==> config.mk <==
export PLATFORM = sky130hd
export DESIGN_NAME = subleq_program_loader
export DESIGN_NICKNAME = d
export VERILOG_FILES = /design/src/rtl/subleq_program_loader_pkg.sv /design/src/rtl/subleq_ckacc.sv /design/src/rtl/subleq_program_loader.sv
export SDC_FILE = /design/constraint.sdc
export NUM_CORES = 1
export LEC_CHECK = 0
export ABC_AREA = 1
export ABC_CLOCK_PERIOD_IN_PS = 1900
export BUFFER_PORTS_ARGS = -buffer_cell sky130_fd_sc_hd__buf_2
export CAP_MARGIN = 10
export CORE_MARGIN = 3
export CORE_UTILIZATION = 35
export DETAILED_ROUTE_END_ITERATION = 8
export SKIP_LAST_GASP = 1
export SLEW_MARGIN = 20
export SYNTH_ARGS = -nofsm -noshare
export SYNTH_HDL_FRONTEND = slang
export SYNTH_SLANG_ARGS = --single-unit
==> constraint.sdc <==
create_clock -name clk -period 1.9 [get_ports clk]
set_input_delay 0.095 -clock clk [delete_from_list [all_inputs] [get_ports clk]]
set_output_delay 0.095 -clock clk [all_outputs]
set_load 0.1 [all_outputs]
==> src/rtl/subleq_program_loader_pkg.sv <==
// Shared types and defaults for the SUBLEQ program loader.
// The optional checksum feature is selected by SUBLEQ_LOADER_CHECKSUM_EN.
package subleq_program_loader_pkg;

  localparam int unsigned DefaultDataW = 16;
  localparam int unsigned DefaultAddrW = 8;

  typedef enum logic [1:0] {
    StLoad  = 2'd0,
    StRun   = 2'd1,
    StFault = 2'd2
  } ld_state_e;

endpackage

==> src/rtl/subleq_ckacc.sv <==
// Checksum accumulator: modular running sum of payload words with clear and compare.
module subleq_ckacc #(
  parameter int unsigned DATA_W = 16
) (
  input  logic              clk,
  input  logic              reset,
  input  logic              clear,
  input  logic              add_en,
  input  logic [DATA_W-1:0] add_data,
  input  logic [DATA_W-1:0] cmp_data,
  output logic              match
);

  logic [DATA_W-1:0] sum_q;

  always_ff @(posedge clk) begin
    if (reset || clear) begin
      sum_q <= '0;
    end else if (add_en) begin
      sum_q <= sum_q + add_data;
    end
  end

  assign match = (sum_q == cmp_data);

endmodule

==> src/rtl/subleq_program_loader.sv <==
// Streams a SUBLEQ image into program RAM, then releases the core from reset.
// Define SUBLEQ_LOADER_CHECKSUM_EN to treat the in_last word as a checksum.
module subleq_program_loader
  import subleq_program_loader_pkg::*;
#(
  parameter int unsigned DATA_W     = DefaultDataW,
  parameter int unsigned ADDR_W     = DefaultAddrW,
  parameter int unsigned MEM_DEPTH  = 256,
  parameter int unsigned START_ADDR = 0
) (
  input  logic              clk,
  input  logic              reset,
  input  logic              in_valid,
  output logic              in_ready,
  input  logic [DATA_W-1:0] in_data,
  input  logic              in_last,
  output logic              mem_we,
  output logic [ADDR_W-1:0] mem_addr,
  output logic [DATA_W-1:0] mem_wdata,
  output logic              cpu_reset,
  output logic              done,
  output logic              error,
  output logic [ADDR_W:0]   word_count
);

  localparam logic [ADDR_W-1:0] FirstAddr = ADDR_W'(START_ADDR);
  localparam logic [ADDR_W-1:0] LastAddr  = ADDR_W'(START_ADDR + MEM_DEPTH - 1);

  ld_state_e         state_q;
  logic [ADDR_W-1:0] addr_q;
  logic [ADDR_W:0]   count_q;
  logic              mem_we_q;
  logic [ADDR_W-1:0] mem_addr_q;
  logic [DATA_W-1:0] mem_wdata_q;
  logic              cpu_reset_q;
  logic              done_q;
  logic              error_q;

  logic accept;
  logic write_word;
  logic load_ok;

  assign in_ready = (state_q == StLoad) && !reset;
  assign accept   = in_valid && in_ready;

`ifdef SUBLEQ_LOADER_CHECKSUM_EN
  logic ck_match;

  // The final word carries the expected sum; it is compared, never stored.
  subleq_ckacc #(
    .DATA_W(DATA_W)
  ) u_ckacc (
    .clk      (clk),
    .reset    (reset),
    .clear    (accept && in_last),
    .add_en   (accept && !in_last),
    .add_data (in_data),
    .cmp_data (in_data),
    .match    (ck_match)
  );

  assign write_word = !in_last;
  assign load_ok    = ck_match;
`else
  assign write_word = 1'b1;
  assign load_ok    = 1'b1;
`endif

  always_ff @(posedge clk) begin
    if (reset) begin
      state_q     <= StLoad;
      addr_q      <= FirstAddr;
      count_q     <= '0;
      mem_we_q    <= 1'b0;
      mem_addr_q  <= '0;
      mem_wdata_q <= '0;
      cpu_reset_q <= 1'b1;
      done_q      <= 1'b0;
      error_q     <= 1'b0;
    end else begin
      mem_we_q <= 1'b0;
      case (state_q)
        StLoad: begin
          if (accept) begin
            if (write_word) begin
              mem_we_q    <= 1'b1;
              mem_addr_q  <= addr_q;
              mem_wdata_q <= in_data;
              addr_q      <= addr_q + 1'b1;
              count_q     <= count_q + 1'b1;
            end
            // Leave LOAD on this edge so no word is taken past the end of RAM.
            if (in_last) begin
              state_q <= load_ok ? StRun : StFault;
            end else if (addr_q == LastAddr) begin
              state_q <= StFault;
            end
          end
        end
        // Release one cycle after leaving LOAD so the last write lands first.
        StRun: begin
          cpu_reset_q <= 1'b0;
          done_q      <= 1'b1;
        end
        StFault: begin
          error_q <= 1'b1;
        end
        default: begin
          state_q <= StFault;
        end
      endcase
    end
  end

  assign mem_we     = mem_we_q;
  assign mem_addr   = mem_addr_q;
  assign mem_wdata  = mem_wdata_q;
  assign cpu_reset  = cpu_reset_q;
  assign done       = done_q;
  assign error      = error_q;
  assign word_count = count_q;

endmodule

# After elaboration in Yosys (flattened, before gate mapping)
# Cells that the tools add are included.
totals:
  output_inout_bits: 38
  reg_bits: 47
  input_bits: 20
op_classes:
  addsub: 2
  n_bitwise: 2
  n_eq_ne: 5
  reduce_logical: 8
  mux: 5
ops:
  columns: ["op", "count"]
  rows:
  - ["9-bit by 1-bit adder with 9-bit output (second input constant)", 1]
  - ["8-bit by 1-bit adder with 8-bit output (second input constant)", 1]
  - ["8-bit == test (second input constant)", 1]
  - ["2-bit two-way mux", 3]
  - ["2-bit case mux with 2 select lines", 1]
  - ["2-bit OR reduction", 2]
  - ["3-bit by 2-bit != test with 1-bit output (second input constant)", 1]
  - ["3-bit AND reduction", 1]
  - ["2-bit by 1-bit == test with 1-bit output (second input constant)", 1]
  - ["2-bit == test (second input constant)", 1]
  - ["1-bit logical AND", 2]
  - ["2-bit logical NOT", 1]
  - ["2-bit != test (second input constant)", 1]
  - ["1-bit NOT", 2]
  - ["2-bit AND reduction", 1]
  - ["1-bit logical NOT", 1]
  - ["1-bit two-way mux", 1]

# Logic depth before layout (Yosys ltp)
# Gate-level depths: netlist (run 1).
depth:
  depth_word: 5
  depth_mapped: 8
  depth_no_buf: 8

# Least setup slack after synthesis (run 1)
# No wires, ideal clock.
synth_path:
  kind: "register -> output"
  from: "register state_q[0]"
  to: "output port in_ready"
  path_slack_ns: -0.117
  arrival_ns: 1.922
  path_stages_with_launch: 5
  path_cell_list: "dfxtp_1 -> inv_1 -> ha_1 -> inv_1 -> nor2_1"
synth_via:
  elab_chain_len: 2
synth_rtl:
  columns: ["element", "line", "source"]
  rows:
  - ["start: declaration", "subleq_program_loader.sv:29", "ld_state_e state_q;"]
  - ["start signal: assignment", "subleq_program_loader.sv:71", "state_q <= StLoad;"]
  - ["start signal: assignment", "subleq_program_loader.sv:94", "state_q <= load_ok ? StRun : StFault;"]
  - ["start signal: assignment", "subleq_program_loader.sv:96", "state_q <= StFault;"]
  - ["2-bit logical NOT", "subleq_program_loader.sv:43", "assign in_ready = (state_q == StLoad) && !reset;"]
  - ["1-bit logical AND", "subleq_program_loader.sv:43", null]
  - ["end: declaration", "subleq_program_loader.sv:14", "output logic in_ready,"]
# Every way passes these cells.

# Worst setup path after layout (run 1)
# Ends and elaborated chain as after synthesis.

==> results of run 1 <==
## final timing paths
check / end / slack [ns]
worst min-delay path: word_count[2]$_SDFFE_PP0P_ / 0.13
worst max register to register: addr_q[2]$_SDFFE_PP0P_ / 0.30
worst max-delay path: in_ready / 0.28
worst min register to register: cpu_reset$_SDFFE_PP1N_ / 0.46
## final cells by class
type | instances | area share
flip-flops and latches | 47 | 0.380
multi-input cells | 166 | 0.326
repair buffers | 75 | 0.190
inverters | 26 | 0.0393
well taps | 70 | 0.0352
clock buffers | 6 | 0.0292
## where the power goes
group          leakage (nW)  switching [mW]  internal (mW)  total (mW)
Clock                0.0371           0.302          0.246       0.547
Sequential            0.384          0.0847           1.14        1.23
Combinational         0.810            1.34          0.288        1.63
Total                  1.23            1.73           1.68        3.41
## critical path: stages, from the launching register on
cell and delay, ns:
dfxtp_1 0.33, inv_1 0.08, ha_1 0.23, inv_1 0.10, nor2_2 0.07, buf_2 0.42
## sequential cells by signal (all words and copies together), names as in the netlist
| name | flops |
|---|---|
| mem_wdata | 16 |
| mem_we | 1 |
| word_count | 9 |
| mem_addr | 8 |
| addr_q | 8 |
| done | 1 |
| cpu_reset | 1 |
| state_q | 2 |
| error | 1 |
## synth_stat cells
cell,number,area [um2]
nand3_1,35,175
a31oi_1,1,6.26
o21ai_0,9,45.0
dfxtp_1,47,941
o21ai_1,2,10.0
buf_6,1,11.3
buf_4,3,22.5
nor2_4,3,33.8
nor3_2,1,10.0
a21oi_1,12,60.1
nand3_4,1,17.5
nand2_1,67,251
inv_1,24,90.1
inv_2,2,7.51
ha_1,5,62.6
o21a_1,3,22.5
xor2_1,1,8.76
buf_2,6,30.0
and3_1,1,6.26
clkbuf_1,1,3.75
nand4_1,2,12.5
buf_1,1,3.75
nor2_1,23,86.3
## cell families after synthesis
family                   after synthesis  share of synthesized area
buffers and inverters                 38                     0.0881
AND/OR/NAND/NOR                      133                      0.309
adder cells (fa/ha/maj)                5                     0.0326
XOR/XNOR                               1                    0.00457
flip-flops                            47                      0.491
AO/OA/AOI/OAI                         27                     0.0750
## through the flow
| stage | std cells | area (um2) |
|---|---|---|
| finish | 390 | 2480 |
| detailed placement | 368 | 2250 |
| global placement | 368 | 2250 |
| CTS | 389 | 2470 |
| floorplan | 251 | 1920 |
| global route | 390 | 2480 |
## routing by layer
layer	global-route usage	wire (um)	up-vias	part of all wire
met4	0.0591	66	0	0.016
met2	0.225	2060	32	0.50
met3	0.0451	193	6	0.047
li1	-	-	931	-
met5	0	0	-	0
met1	0.158	1830	749	0.44
==> key figures, run 1 <==
Worst setup path
  • Critical Path Sink Type: output pin
  • R2R depth: 6
  • WP data required: between 1.5 and 2 ns
  • Worst-path maximum fanout: 3
  • Startpoint Class: flip-flop
  • Worst r2r src: state_q[0]$_SDFFE_PP0P_
  • Setup CP Type: flip-flop to output pin
  • Crit path DAT: 1.53 ns
  • Worst Setup SP: state_q[0]$_SDFFE_PP0P_

GRT
  • Initial antenna violation count: 0
  • Total GRT Usage: 0.136
  • Global-route wire length before repair: 6880 um
  • Number of global-route vias before repair: 1552
  • Largest net degree at the start of global routing: 32
  • Total gr overflow: 0

Clock network
  • PostCTS Resize Cnt: 0
  • Number of hold buffers added after cts: 15
  • Root buf cell: clkbuf_8
  • Total CTS buffers: 5
  • Clock latency on the worst-skew pair: 0.29 ns
  • TritonCTS clock tree: yes
  • Postcts setup bufs: 0
  • Worst-path clk slew: 0.08 ns
  • Clk sinks: 47
  • H-Tree Depth: 2
  • Buffer levels on the longest clock path: 2

Drt
  • DR DRC count: 0
  • First-pass DRT Iterations: 6
  • Routed Antenna Nets: 0
  • Vias: roughly 1700
  • Final WL: between 4000 and 5000 um
  • Iteration-0 DRC Markers: 85
  • Wire length per cell: ~11 um
  • Vias per Instance: ~4.4

Power and ir drop
  • Overall Power: around 3.4 mW
  • Peak VDD IR: 1.22 mV
  • Pleak: ~1.2 nW
  • Pwr dens: between 1000 and 1500 nW/um2

Place
  • HPWL Detailed: between 2000 and 3000 um
  • Setup WS pre-CTS: about 0.29 ns
  • Final Wtd Congestion: approximately 0.75
  • Port Buffers: 57

Floorplan
  • IO Count: 58
  • Starting Density: 0.369
  • Core region area: 5200 um2
  • Die Width: around 80 um
  • Die Y: ~80 um
  • Full die area: 6400 um2
  • Placement Rows: 26

STA
  • Slew Limit Fails: 0
  • Total negative slack: 0 ns
  • Period minus WS final: 1.62 ns
  • Max Clock Skew: roughly 0.0028 ns
  • Final hold vios: 0
  • RSZ-0062 raised after global routing: false
  • F_max: just over 600 MHz
  • Worst slew pin tran: between 0.4 and 0.5 ns
  • Slew headroom: 0.673
  • WHS: about 0.13 ns
  • Post-route worst setup slack: roughly 0.28 ns
  • Count of final setup violators: 0
  • Fin crit share: 0.854

Flow run
  • Maxcap violations: 0

Yosys
  • Syn Area/Cell: 7.64 um2
  • Synth warn: 0
  • Sequential fraction of the synthesis area: 0.491
  • FF+latch count, synth: 47
  • Mapped Cells: approximately 250
  • Post-Syn Area: ~1900 um2
  • Distinct cells, synth: 23
  • Post-Syn Nets: 276

Finish
  • Share of cells above drive strength 1: 0.231
  • Fill cell count: 537
  • Commonest non-fill, non-tap cell in the layout: nand2_1
  • Multi-input gate area: 811 um2
  • Synth-to-layout area growth: 29.5%
  • Register area: about 940 um2
  • Ant. Diodes: 0
  • Nets: 346
  • Final Core Density: 0.477
  • Most frequent cells in the layout: 67 x nand2_1, 57 x buf_2, 45 x dfxtp_1

Hold path
  • Worst Hold Class: input port to flip-flop
  • Hold depth: 2
  • Startpoint of the worst hold path: reset

Run status
  • Outcome: finished clean
Power figures use the tool's default switching activity.
==> inputs of run 2 (changes only) <==
- PLACE_DENSITY: unset -> 0.54
==> run 2 against run 1 <==
  * Non-clock buffer count grew 1
  * Combinational power is essentially flat
  * Wire length grew 1.4%
  * Cell area grew 1.5%
  * Power grew 4.9%
  * Count of clock-buffer cells in the layout is the same
  * Maximum frequency grew 0.17%
  * Sequential power is essentially flat
  * Via count shrank 1.6%
  * Register-to-register slack lost 0.02 ns
==> key figures, run 2 (synthesis results as in run 1) <==
Run status
  • Outcome: finished clean

Floorplan
  • Die Width: 80.0 um
  • Die Y: between 80 and 90 um
  • Placement Rows: 26
  • Core region area: roughly 5200 um2
  • Full die area: between 6000 and 7000 um2
  • Starting Density: 0.369
  • IO Count: 58

GRT
  • Initial antenna violation count: 0
  • Total GRT Usage: 0.138
  • Global-route wire length before repair: ~7000 um
  • Total gr overflow: 0
  • Largest net degree at the start of global routing: 38
  • Number of global-route vias before repair: 1569

Place
  • Port Buffers: 57
  • Final Wtd Congestion: slightly below 0.7
  • HPWL Detailed: about 2700 um

STA
  • Slew headroom: 0.668
  • Final hold vios: 0
  • Count of final setup violators: 0
  • Worst slew pin tran: about 0.5 ns
  • Max Clock Skew: approximately 0.0085 ns
  • WHS: 0.136 ns
  • RSZ-0062 raised after global routing: false
  • Slew Limit Fails: 0
  • Fin crit share: 0.852
  • Period minus WS final: around 1.6 ns
  • Total negative slack: 0 ns
  • F_max: 617 MHz

Drt
  • Routed Antenna Nets: 0
  • First-pass DRT Iterations: 4
  • Iteration-0 DRC Markers: 113
  • Vias per Instance: 4.31
  • Final WL: 4200 um
  • DR DRC count: 0
  • Wire length per cell: roughly 11 um
  • Vias: ~1700

Worst setup path
  • CP cell instances: inv_1, ha_1, inv_1, nor2_2, buf_2
  • WP data required: between 1.5 and 2 ns
  • CP dominant cell by count: inv_1
  • Setup CP Type: flip-flop to output pin
  • Critical Path Sink Type: output pin
  • Crit path max-delay cell type: buf_2
  • CP max stage delay: between 0.4 and 0.5 ns
  • Cell family with most CP delay: buffers and inverters
  • Worst-path maximum fanout: 3
  • Startpoint Class: flip-flop
  • WP buf/inv: 3
  • Crit path DAT: 1.52 ns

Clock network
  • TritonCTS clock tree: yes
  • PostCTS Resize Cnt: 0
  • Worst-path clk slew: 0.09 ns
  • H-Tree Depth: 2
  • Root buf cell: clkbuf_8
  • Total CTS buffers: 5
  • Clk sinks: 47
  • Buffer levels on the longest clock path: 2
  • Clock latency on the worst-skew pair: 0.30 ns

Finish
  • Synth-to-layout area growth: 31.5%
  • Max reg flops: 16
  • Nets: between 300 and 400
  • Ant. Diodes: 0
  • Most frequent cells in the layout: 67 x nand2_1, 57 x buf_2, 45 x dfxtp_1
  • Share of cells above drive strength 1: 0.236
  • Final Core Density: 0.485
  • Fill cell count: between 500 and 600
  • Commonest non-fill, non-tap cell in the layout: nand2_1

Power and ir drop
  • Pleak: about 1.3 nW
  • Pwr dens: between 1000 and 1500 nW/um2
  • Peak VDD IR: around 1.2 mV

Flow run
  • Maxcap violations: 0

Hold path
  • Worst Hold Class: input port to flip-flop
==> run 2: where the power goes <==
group / internal (mW) / switching, mW
sequential: 1.14 / 0.0903
combinational: 0.293 / 1.34
clock: 0.386 / 0.325
total: 1.82 / 1.75
==> run 2: final cells by class <==
type                    count  area, um2  share of cell area
flip-flops and latches     47        943               0.374
multi-input cells         166        811               0.321
repair buffers             76        480               0.190
inverters                  26       97.6              0.0387
well taps                  70       87.6              0.0347
clock buffers               6       72.6              0.0288
clock inverters             1       30.0              0.0119
==> run 2: what timing repair did <==
item                      in CTS  in global routing
hold buffers                  16                  0
hold endpoints to repair      16                  0
buffers inserted               0                  0
==> run 2: final timing paths <==
path | from | to | slack [ns] | cells past startpoint
worst max-delay path | state_q[0]$_SDFFE_PP0P_ | in_ready | 0.28 | 5
worst min-delay path | reset | word_count[0]$_SDFFE_PP0P_ | 0.14 | 2
worst max register to register | state_q[0]$_SDFFE_PP0P_ | addr_q[5]$_SDFFE_PP0P_ | 0.28 | 8
worst min register to register | cpu_reset$_SDFFE_PP1N_ | cpu_reset$_SDFFE_PP1N_ | 0.46 | 2
==> run 2: worst register-to-register path: cells and delay by family (launching register included) <==
family / cells / cell delay, ns
fa+ha+maj: 1 / 0.23
simple gates: 4 / 0.52
flops: 1 / 0.33
compound gates: 1 / 0.12
buf+inv: 2 / 0.32
==> run 2: metal layers <==
layer / wire length (um) / vias to the layer above / GRT usage
met4: 23 / 0 / 0.0490
met3: 229 / 2 / 0.0519
met5: 0 / - / 0
met1: 2060 / 721 / 0.174
li1: - / 937 / -
met2: 1890 / 30 / 0.213
==> run 2: metrics by stage <==
stage          cell area (um2)  setup WS (ns)  total power, mW  std cells
5_1_grt                   2520          0.130             3.76        392
6_report                  2520          0.281             3.57        392
4_1_cts                   2520          0.261             3.61        392
2_1_floorplan             1920         0.0777             2.63        251
3_5_place_dp              2260          0.269             2.87        369
3_3_place_gp              2260          0.296             2.87        369
